File: config.mk
export PLATFORM = sky130hd
export DESIGN_NAME = line_streamer
export DESIGN_NICKNAME = d
export VERILOG_FILES = /design/src/rtl/iocntl_pkg.sv /design/src/rtl/line_fifo.sv /design/src/rtl/line_streamer.sv
export SDC_FILE = /design/constraint.sdc
export NUM_CORES = 1
export LEC_CHECK = 0
export CAP_MARGIN = 10
export CORE_ASPECT_RATIO = 1.25
export CORE_MARGIN = 2
export CORE_UTILIZATION = 40
export DETAILED_ROUTE_END_ITERATION = 6
export GPL_TIMING_DRIVEN = 0
export HOLD_SLACK_MARGIN = 0.06
export MAX_ROUTING_LAYER = met4
export PLACE_DENSITY_LB_ADDON = 0.15
export SLEW_MARGIN = 25
export SYNTH_ARGS = -nofsm -noshare
export SYNTH_HDL_FRONTEND = slang
export SYNTH_HIERARCHICAL = 1
export SYNTH_SLANG_ARGS = --single-unit
File: constraint.sdc
create_clock -name clock -period 4.28 [get_ports clock]
set_clock_uncertainty 0.15 [all_clocks]
set_input_delay 1.284 -clock clock [delete_from_list [all_inputs] [get_ports clock]]
set_output_delay 1.284 -clock clock [all_outputs]
set_load 0.05 [all_outputs]
File: src/rtl/iocntl_pkg.sv
// Shared line/word definitions for iocntl and its line-read clients.
package iocntl_pkg;
    localparam int LINE_WORDS     = 8;
    localparam int WORD_BITS      = 16;
    localparam int LINE_ADDR_BITS = 28;

    typedef logic [WORD_BITS-1:0]      word_t;
    typedef word_t [0:LINE_WORDS-1]    line_t;
    typedef logic [LINE_ADDR_BITS-1:0] addr_t;

    typedef enum logic [1:0] {ST_IDLE, ST_RUN, ST_FINISH} ls_state_e;
endpackage

File: src/rtl/line_fifo.sv
// Line-wide FIFO with power-of-two depth; count is exposed for credit accounting.
import iocntl_pkg::*;

module line_fifo #(
    parameter int  DEPTH = 2,
    localparam int CW    = $clog2(DEPTH + 1),
    localparam int AW    = (DEPTH > 1) ? $clog2(DEPTH) : 1
) (
    input  logic          clock,
    input  logic          reset_n,
    input  logic          push,
    input  logic          pop,
    input  line_t         din,
    output line_t         head,
    output logic          empty,
    output logic          full,
    output logic [CW-1:0] count
);
    line_t           mem [DEPTH];
    logic [AW-1:0]   wr_ptr, rd_ptr;

    always_ff @(posedge clock or negedge reset_n) begin
        if (!reset_n) begin
            wr_ptr <= '0;
            rd_ptr <= '0;
            count  <= '0;
            for (int i = 0; i < DEPTH; i++) mem[i] <= '0;
        end else begin
            if (push) begin
                mem[wr_ptr] <= din;
                wr_ptr      <= wr_ptr + 1'b1;
            end
            if (pop) rd_ptr <= rd_ptr + 1'b1;
            count <= count + CW'(push) - CW'(pop);
        end
    end

    assign head  = mem[rd_ptr];
    assign empty = (count == '0);
    assign full  = (count == CW'(DEPTH));

`ifndef SYNTHESIS
    a_no_push_full: assert property (@(posedge clock) disable iff (!reset_n) push |-> !full);
`endif
endmodule

File: src/rtl/line_streamer.sv
// Issues sequential line reads under credit control and serialises the
// buffered lines into a 16-bit valid/ready word stream.
import iocntl_pkg::*;

module line_streamer #(
    parameter int FIFO_LINES = 2,
    parameter int CNT_BITS   = 16
) (
    input  logic                clock,
    input  logic                reset_n,
    input  logic                cfg_start,
    input  addr_t               cfg_base,
    input  logic [CNT_BITS-1:0] cfg_lines,
    output logic                busy,
    output logic                done,
    output addr_t               rd_addr,
    output logic                rd_req,
    input  logic                rd_gnt,
    input  logic                rd_valid,
    input  line_t               rd_data,
    output logic                out_valid,
    input  logic                out_ready,
    output word_t               out_data,
    output logic                out_last
);
    localparam int            OW      = $clog2(FIFO_LINES + 1);
    localparam logic [OW-1:0] DEPTH_C = OW'(FIFO_LINES);

    ls_state_e           state, state_nxt;
    logic [CNT_BITS-1:0] lines_total, lines_issued, lines_popped, issued_nxt;
    logic [OW-1:0]       outstanding, outstanding_nxt, fifo_count, occ_nxt;
    logic [2:0]          idx;
    logic                grant, push, pop, word_xfer, credit_ok;
    logic                fifo_empty, fifo_full;
    line_t               head;

    assign grant     = rd_req && rd_gnt;
    // Returns with nothing outstanding (or outside RUN) are stale and dropped.
    assign push      = rd_valid && (state == ST_RUN) && (outstanding != '0) && !fifo_full;
    assign word_xfer = out_valid && out_ready;
    assign pop       = word_xfer && (idx == 3'd7);

    // Credits are judged on post-edge values so a grant and a return in the
    // same cycle net out correctly.
    assign outstanding_nxt = outstanding + OW'(grant) - OW'(push);
    assign occ_nxt         = fifo_count + OW'(push) - OW'(pop);
    assign issued_nxt      = lines_issued + CNT_BITS'(grant);
    assign credit_ok       = (outstanding_nxt + occ_nxt) < DEPTH_C;

    assign out_valid = !fifo_empty;
    assign out_data  = out_valid ? head[idx] : '0;
    assign out_last  = out_valid && (idx == 3'd7) && (lines_popped == lines_total - 1'b1);

    line_fifo #(.DEPTH(FIFO_LINES)) u_fifo (
        .clock   (clock),
        .reset_n (reset_n),
        .push    (push),
        .pop     (pop),
        .din     (rd_data),
        .head    (head),
        .empty   (fifo_empty),
        .full    (fifo_full),
        .count   (fifo_count)
    );

    always_ff @(posedge clock or negedge reset_n) begin
        if (!reset_n) state <= ST_IDLE;
        else          state <= state_nxt;
    end

    always_comb begin
        state_nxt = state;
        busy      = 1'b0;
        done      = 1'b0;
        case (state)
            ST_IDLE:   if (cfg_start) state_nxt = (cfg_lines == '0) ? ST_FINISH : ST_RUN;
            ST_RUN: begin
                busy = 1'b1;
                if (word_xfer && out_last) state_nxt = ST_FINISH;
            end
            ST_FINISH: begin
                done      = 1'b1;
                state_nxt = ST_IDLE;
            end
            default:   state_nxt = ST_IDLE;
        endcase
    end

    always_ff @(posedge clock or negedge reset_n) begin
        if (!reset_n) begin
            rd_addr      <= '0;
            rd_req       <= 1'b0;
            lines_total  <= '0;
            lines_issued <= '0;
            lines_popped <= '0;
            outstanding  <= '0;
            idx          <= '0;
        end else begin
            outstanding <= outstanding_nxt;
            case (state)
                ST_IDLE: if (cfg_start) begin
                    rd_addr      <= cfg_base;
                    lines_total  <= cfg_lines;
                    lines_issued <= '0;
                    lines_popped <= '0;
                    idx          <= '0;
                    rd_req       <= (cfg_lines != '0);
                end
                ST_RUN: begin
                    lines_issued <= issued_nxt;
                    if (grant) rd_addr <= rd_addr + 1'b1;
                    // Request is held untouched until iocntl grants it.
                    if (!rd_req || rd_gnt)
                        rd_req <= (issued_nxt < lines_total) && credit_ok;
                    if (word_xfer) idx <= idx + 3'd1;
                    if (pop) lines_popped <= lines_popped + 1'b1;
                end
                default: rd_req <= 1'b0;
            endcase
        end
    end

`ifndef SYNTHESIS
    a_no_stale_return: assert property (@(posedge clock) disable iff (!reset_n)
        rd_valid |-> (state == ST_RUN && outstanding != '0));
`endif
endmodule

==> results_tabular.tex <==
\begin{tabular}{lr}
\hline
Metric & Value \\
\hline
\multicolumn{2}{l}{\textbf{Status}} \\
Outcome & finished, violations left \\
Violated checks & setup timing \\
\multicolumn{2}{l}{\textbf{Synth}} \\
Register area share after synthesis & 46.3\% \\
Leading register cell type out of synthesis & sky130\_fd\_sc\_hd\_\_dfrtp\_1 \\
Async S/R FF share, synth & between 90\% and 100\% \\
Mapped Nets & between 1500 and 2000 \\
Number of flops mapped to enable cells by yosys & 0 \\
Yosys warns & 6 \\
Seq cells post-synth & 344 \\
Mapped Avg Cell Area & about 13 um\^{}2 \\
Synthesized instance count & roughly 1400 \\
Unique masters post-synth & between 60 and 70 \\
Post-synthesis instance area & $\sim$0.019 mm\^{}2 \\
\multicolumn{2}{l}{\textbf{Placed design}} \\
Port Buffers & approximately 230 \\
Placer Congestion & 0.838 \\
Post-DP HPWL & around 37000 um \\
\multicolumn{2}{l}{\textbf{STA}} \\
Transition time of the tightest slew-check pin & 849 ps \\
Tightest hold margin & 331 ps \\
RSZ-0062 raised after global routing & yes \\
Final setup violation count & 1 \\
Share of the cycle needed by the critical path after routing & 109\% \\
Max\_slew headroom & a little over two fifths \\
Final-report hold violation count & 0 \\
Least setup slack across all paths after layout & -399 ps \\
Post-layout min period & between 4000 and 5000 ps \\
Fin. max-slew vios & 0 \\
Fmax achieved & $\sim$210 MHz \\
\multicolumn{2}{l}{\textbf{Die}} \\
Floorplan die height & about 240 um \\
Floorplan die width & $\sim$200 um \\
Top-level I/O count & $\sim$230 \\
Effective utilization at floorplan & about two fifths \\
Full die area & just under 0.05 mm\^{}2 \\
Number of rows created at floorplan & $\sim$90 \\
Std-Cell Core Area & 0.0460 mm\^{}2 \\
\multicolumn{2}{l}{\textbf{Global route}} \\
Number of antenna violations at the first check in global routing & 1 \\
Via count of the first global-routing pass & roughly 13000 \\
Total track usage & between 20\% and 30\% \\
Pin count of the biggest net entering global routing & 94 \\
Remaining global-route overflow & 0 \\
Global-route wire length before repair & 79100 um \\
\multicolumn{2}{l}{\textbf{Drt}} \\
Antenna-violating nets left & 0 \\
Average detailed-routed wire length per instance & 22.6 um \\
Post-DR vias/cell & 5.29 \\
Routed via count & approximately 12000 \\
First-pass DRT Iterations & 5 \\
Number of DRC markers in iteration 0 & 608 \\
Total wire length & between 50000 and 60000 um \\
Drt drc & 0 \\
\multicolumn{2}{l}{\textbf{Power and ir drop}} \\
Worst IR drop on VDD & 1.27 mV \\
Power per cell area & between 800 and 900 mW/mm\^{}2 \\
Overall power & 19.6 mW \\
Leakage power figure & just over 10 nW \\
\multicolumn{2}{l}{\textbf{CTS}} \\
Clock tree from TritonCTS & yes \\
Post-cts hold buffer count & 0 \\
Count of H-tree levels built during CTS & 2 \\
Clock latency reported for the late side of the worst-skew pair & roughly 560 ps \\
CTS sink cnt & approximately 340 \\
Buffers inserted during post-CTS setup optimization & 0 \\
Clock-pin slew reported for the worst setup and hold paths after clock tree synthesis & around 60 ps \\
Clock tree root driver cell & sky130\_fd\_sc\_hd\_\_clkbuf\_16 \\
Clock buffer count from CTS & between 40 and 50 \\
Max Buffers Root-to-Sink & 3 \\
\multicolumn{2}{l}{\textbf{Layout}} \\
Number of fillers in the final layout & approximately 4000 \\
Multi-input gate area & just over 0.009 mm\^{}2 \\
Register Area & roughly 0.0086 mm\^{}2 \\
Final net count & 1879 \\
Core Util, Final & approximately 50\% \\
Layout Area Growth over Synthesis & 24.9\% \\
Share of final-layout standard cells stronger than drive strength 1 & between 30\% and 40\% \\
\multicolumn{2}{l}{\textbf{Critical path}} \\
Startpoint Class & flip-flop \\
Slack of the worst reg-to-reg path & between 300 and 400 ps \\
Crit path kind & reg -> out \\
R2R cell count & 12 \\
Required time of the critical path & about 2900 ps \\
Kind of end point of the critical path & output port \\
Peak fanout along the critical path & 7 \\
Worst path arrival time & 3250 ps \\
\multicolumn{2}{l}{\textbf{Worst hold path}} \\
Min-Delay Path Class & reg -> reg \\
Hold Crit Depth & 1 \\
\multicolumn{2}{l}{\textbf{Job}} \\
Max-cap viol count & 0 \\
\hline
\end{tabular}
## cells in the mapped netlist (all sizes together), types with 12 or more instances
library cell	n	area (um^2)
dfrtp	344	8610
mux4	32	721
nor3	12	65.1
mux2	385	5160
mux2i	18	180
inv	28	105
nor2	66	248
and3	13	81.3
xnor2	31	272
ha	28	350
clkbuf	31	116
buf	51	558
nand2	80	303
xor2	26	228
nand3	25	125
a21oi	51	255
o21ai	59	295
## power by group
| part | internal, mW | switching, mW | leakage, nW |
|---|---|---|---|
| sequential | 4.80 | 0.986 | 4.13 |
| clock | 2.26 | 1.43 | 0.694 |
| combinational | 5.25 | 4.85 | 5.47 |
## worst max-delay path: stages (launching register included)
cell                      delay [ps]
sky130_fd_sc_hd__dfrtp_1         420
sky130_fd_sc_hd__or3_1           400
sky130_fd_sc_hd__buf_6           140
sky130_fd_sc_hd__or3_4           400
sky130_fd_sc_hd__or4_4           440
sky130_fd_sc_hd__mux2i_1         150
sky130_fd_sc_hd__nor4_2          310
sky130_fd_sc_hd__nor3b_2         240
sky130_fd_sc_hd__buf_6           190
## state kept, by name, indices dropped and copies added (netlist names)
| register | flops |
|---|---|
| rd_addr | 28 |
| rd_req | 1 |
| u_fifo/wr_ptr | 1 |
| lines_popped | 16 |
| lines_total | 16 |
| u_fifo/rd_ptr | 1 |
| idx | 3 |
| u_fifo/mem | 256 |
| outstanding | 2 |
| u_fifo/count | 2 |
| state | 2 |
| lines_issued | 16 |
## routing by layer
metal	global-route usage, %	wire length (um)	up-vias
met5	-	0	-
met4	6.06	1260	0
met3	3.19	1710	70
met2	38.4	26500	242
met1	27.7	22200	6185
li1	-	-	5610
## layout make-up
| class | count | area share [%] |
|---|---|---|
| sequential | 344 | 37.1 |
| timing repair buffer | 231 | 10.0 |
| buffer | 79 | 3.43 |
| clock buffer | 59 | 5.20 |
| tap | 585 | 3.15 |
| antenna | 1 | 0.0108 |
| inverter | 28 | 0.453 |
| multi-input combinational | 947 | 39.7 |
| clock inverter | 15 | 0.916 |
## cell families after synthesis
| family | Yosys count | share of synthesized area, % |
|---|---|---|
| compound gates | 174 | 5.62 |
| xor+xnor | 57 | 2.69 |
| fa+ha+maj | 28 | 1.89 |
| buf+inv | 110 | 4.19 |
| flops | 344 | 46.3 |
| mux | 435 | 32.6 |
| simple gates | 253 | 6.68 |
## worst paths after layout
kind                                         end            start
worst max register to register            rd_req         state[1]
worst max-delay path                    out_last   lines_total[2]
worst min-delay path             u_fifo/mem[213]  u_fifo/mem[213]
max in group asynchronous        u_fifo/mem[186]          reset_n
min in group asynchronous       lines_popped[12]          reset_n
worst min register to register   u_fifo/mem[213]  u_fifo/mem[213]
## what timing repair did
item,CTS,global route
setup endpoints to repair,18,12
endpoints found under the hold margin,0,0
pin swaps,0,0
gates resized for setup,135,18
gates cloned,1,0
## metrics by stage
stage / TNS [ps] / cell area (um^2) / instances / setup WS (ps)
3_3_place_gp: -4686130 / 21600 / 2212 / -13640
2_1_floorplan: 0 / 18600 / 1401 / 7.11
6_report: -399 / 23200 / 2289 / -399
5_1_grt: -579 / 23200 / 2289 / -555
4_1_cts: -434 / 23200 / 2290 / -434
3_5_place_dp: -5300 / 21700 / 2216 / -473
## cells in the final DEF, fill, tap and decap left out, types with 17 or more instances in the layout
cell / n
sky130_fd_sc_hd__nand3_1: 25
sky130_fd_sc_hd__clkbuf_1: 34
sky130_fd_sc_hd__o21ai_0: 59
sky130_fd_sc_hd__clkdlybuf4s50_1: 207
sky130_fd_sc_hd__ha_1: 28
sky130_fd_sc_hd__buf_8: 17
sky130_fd_sc_hd__mux2_4: 220
sky130_fd_sc_hd__mux2i_1: 17
sky130_fd_sc_hd__xnor2_1: 31
sky130_fd_sc_hd__xor2_1: 26
sky130_fd_sc_hd__nor2_1: 66
sky130_fd_sc_hd__mux4_2: 32
sky130_fd_sc_hd__nand2_1: 79
sky130_fd_sc_hd__mux2_1: 20
sky130_fd_sc_hd__a21oi_1: 51
sky130_fd_sc_hd__mux2_2: 145
sky130_fd_sc_hd__dfrtp_1: 343
sky130_fd_sc_hd__inv_1: 27
sky130_fd_sc_hd__clkbuf_16: 43
(Power assumes the default switching activity.)
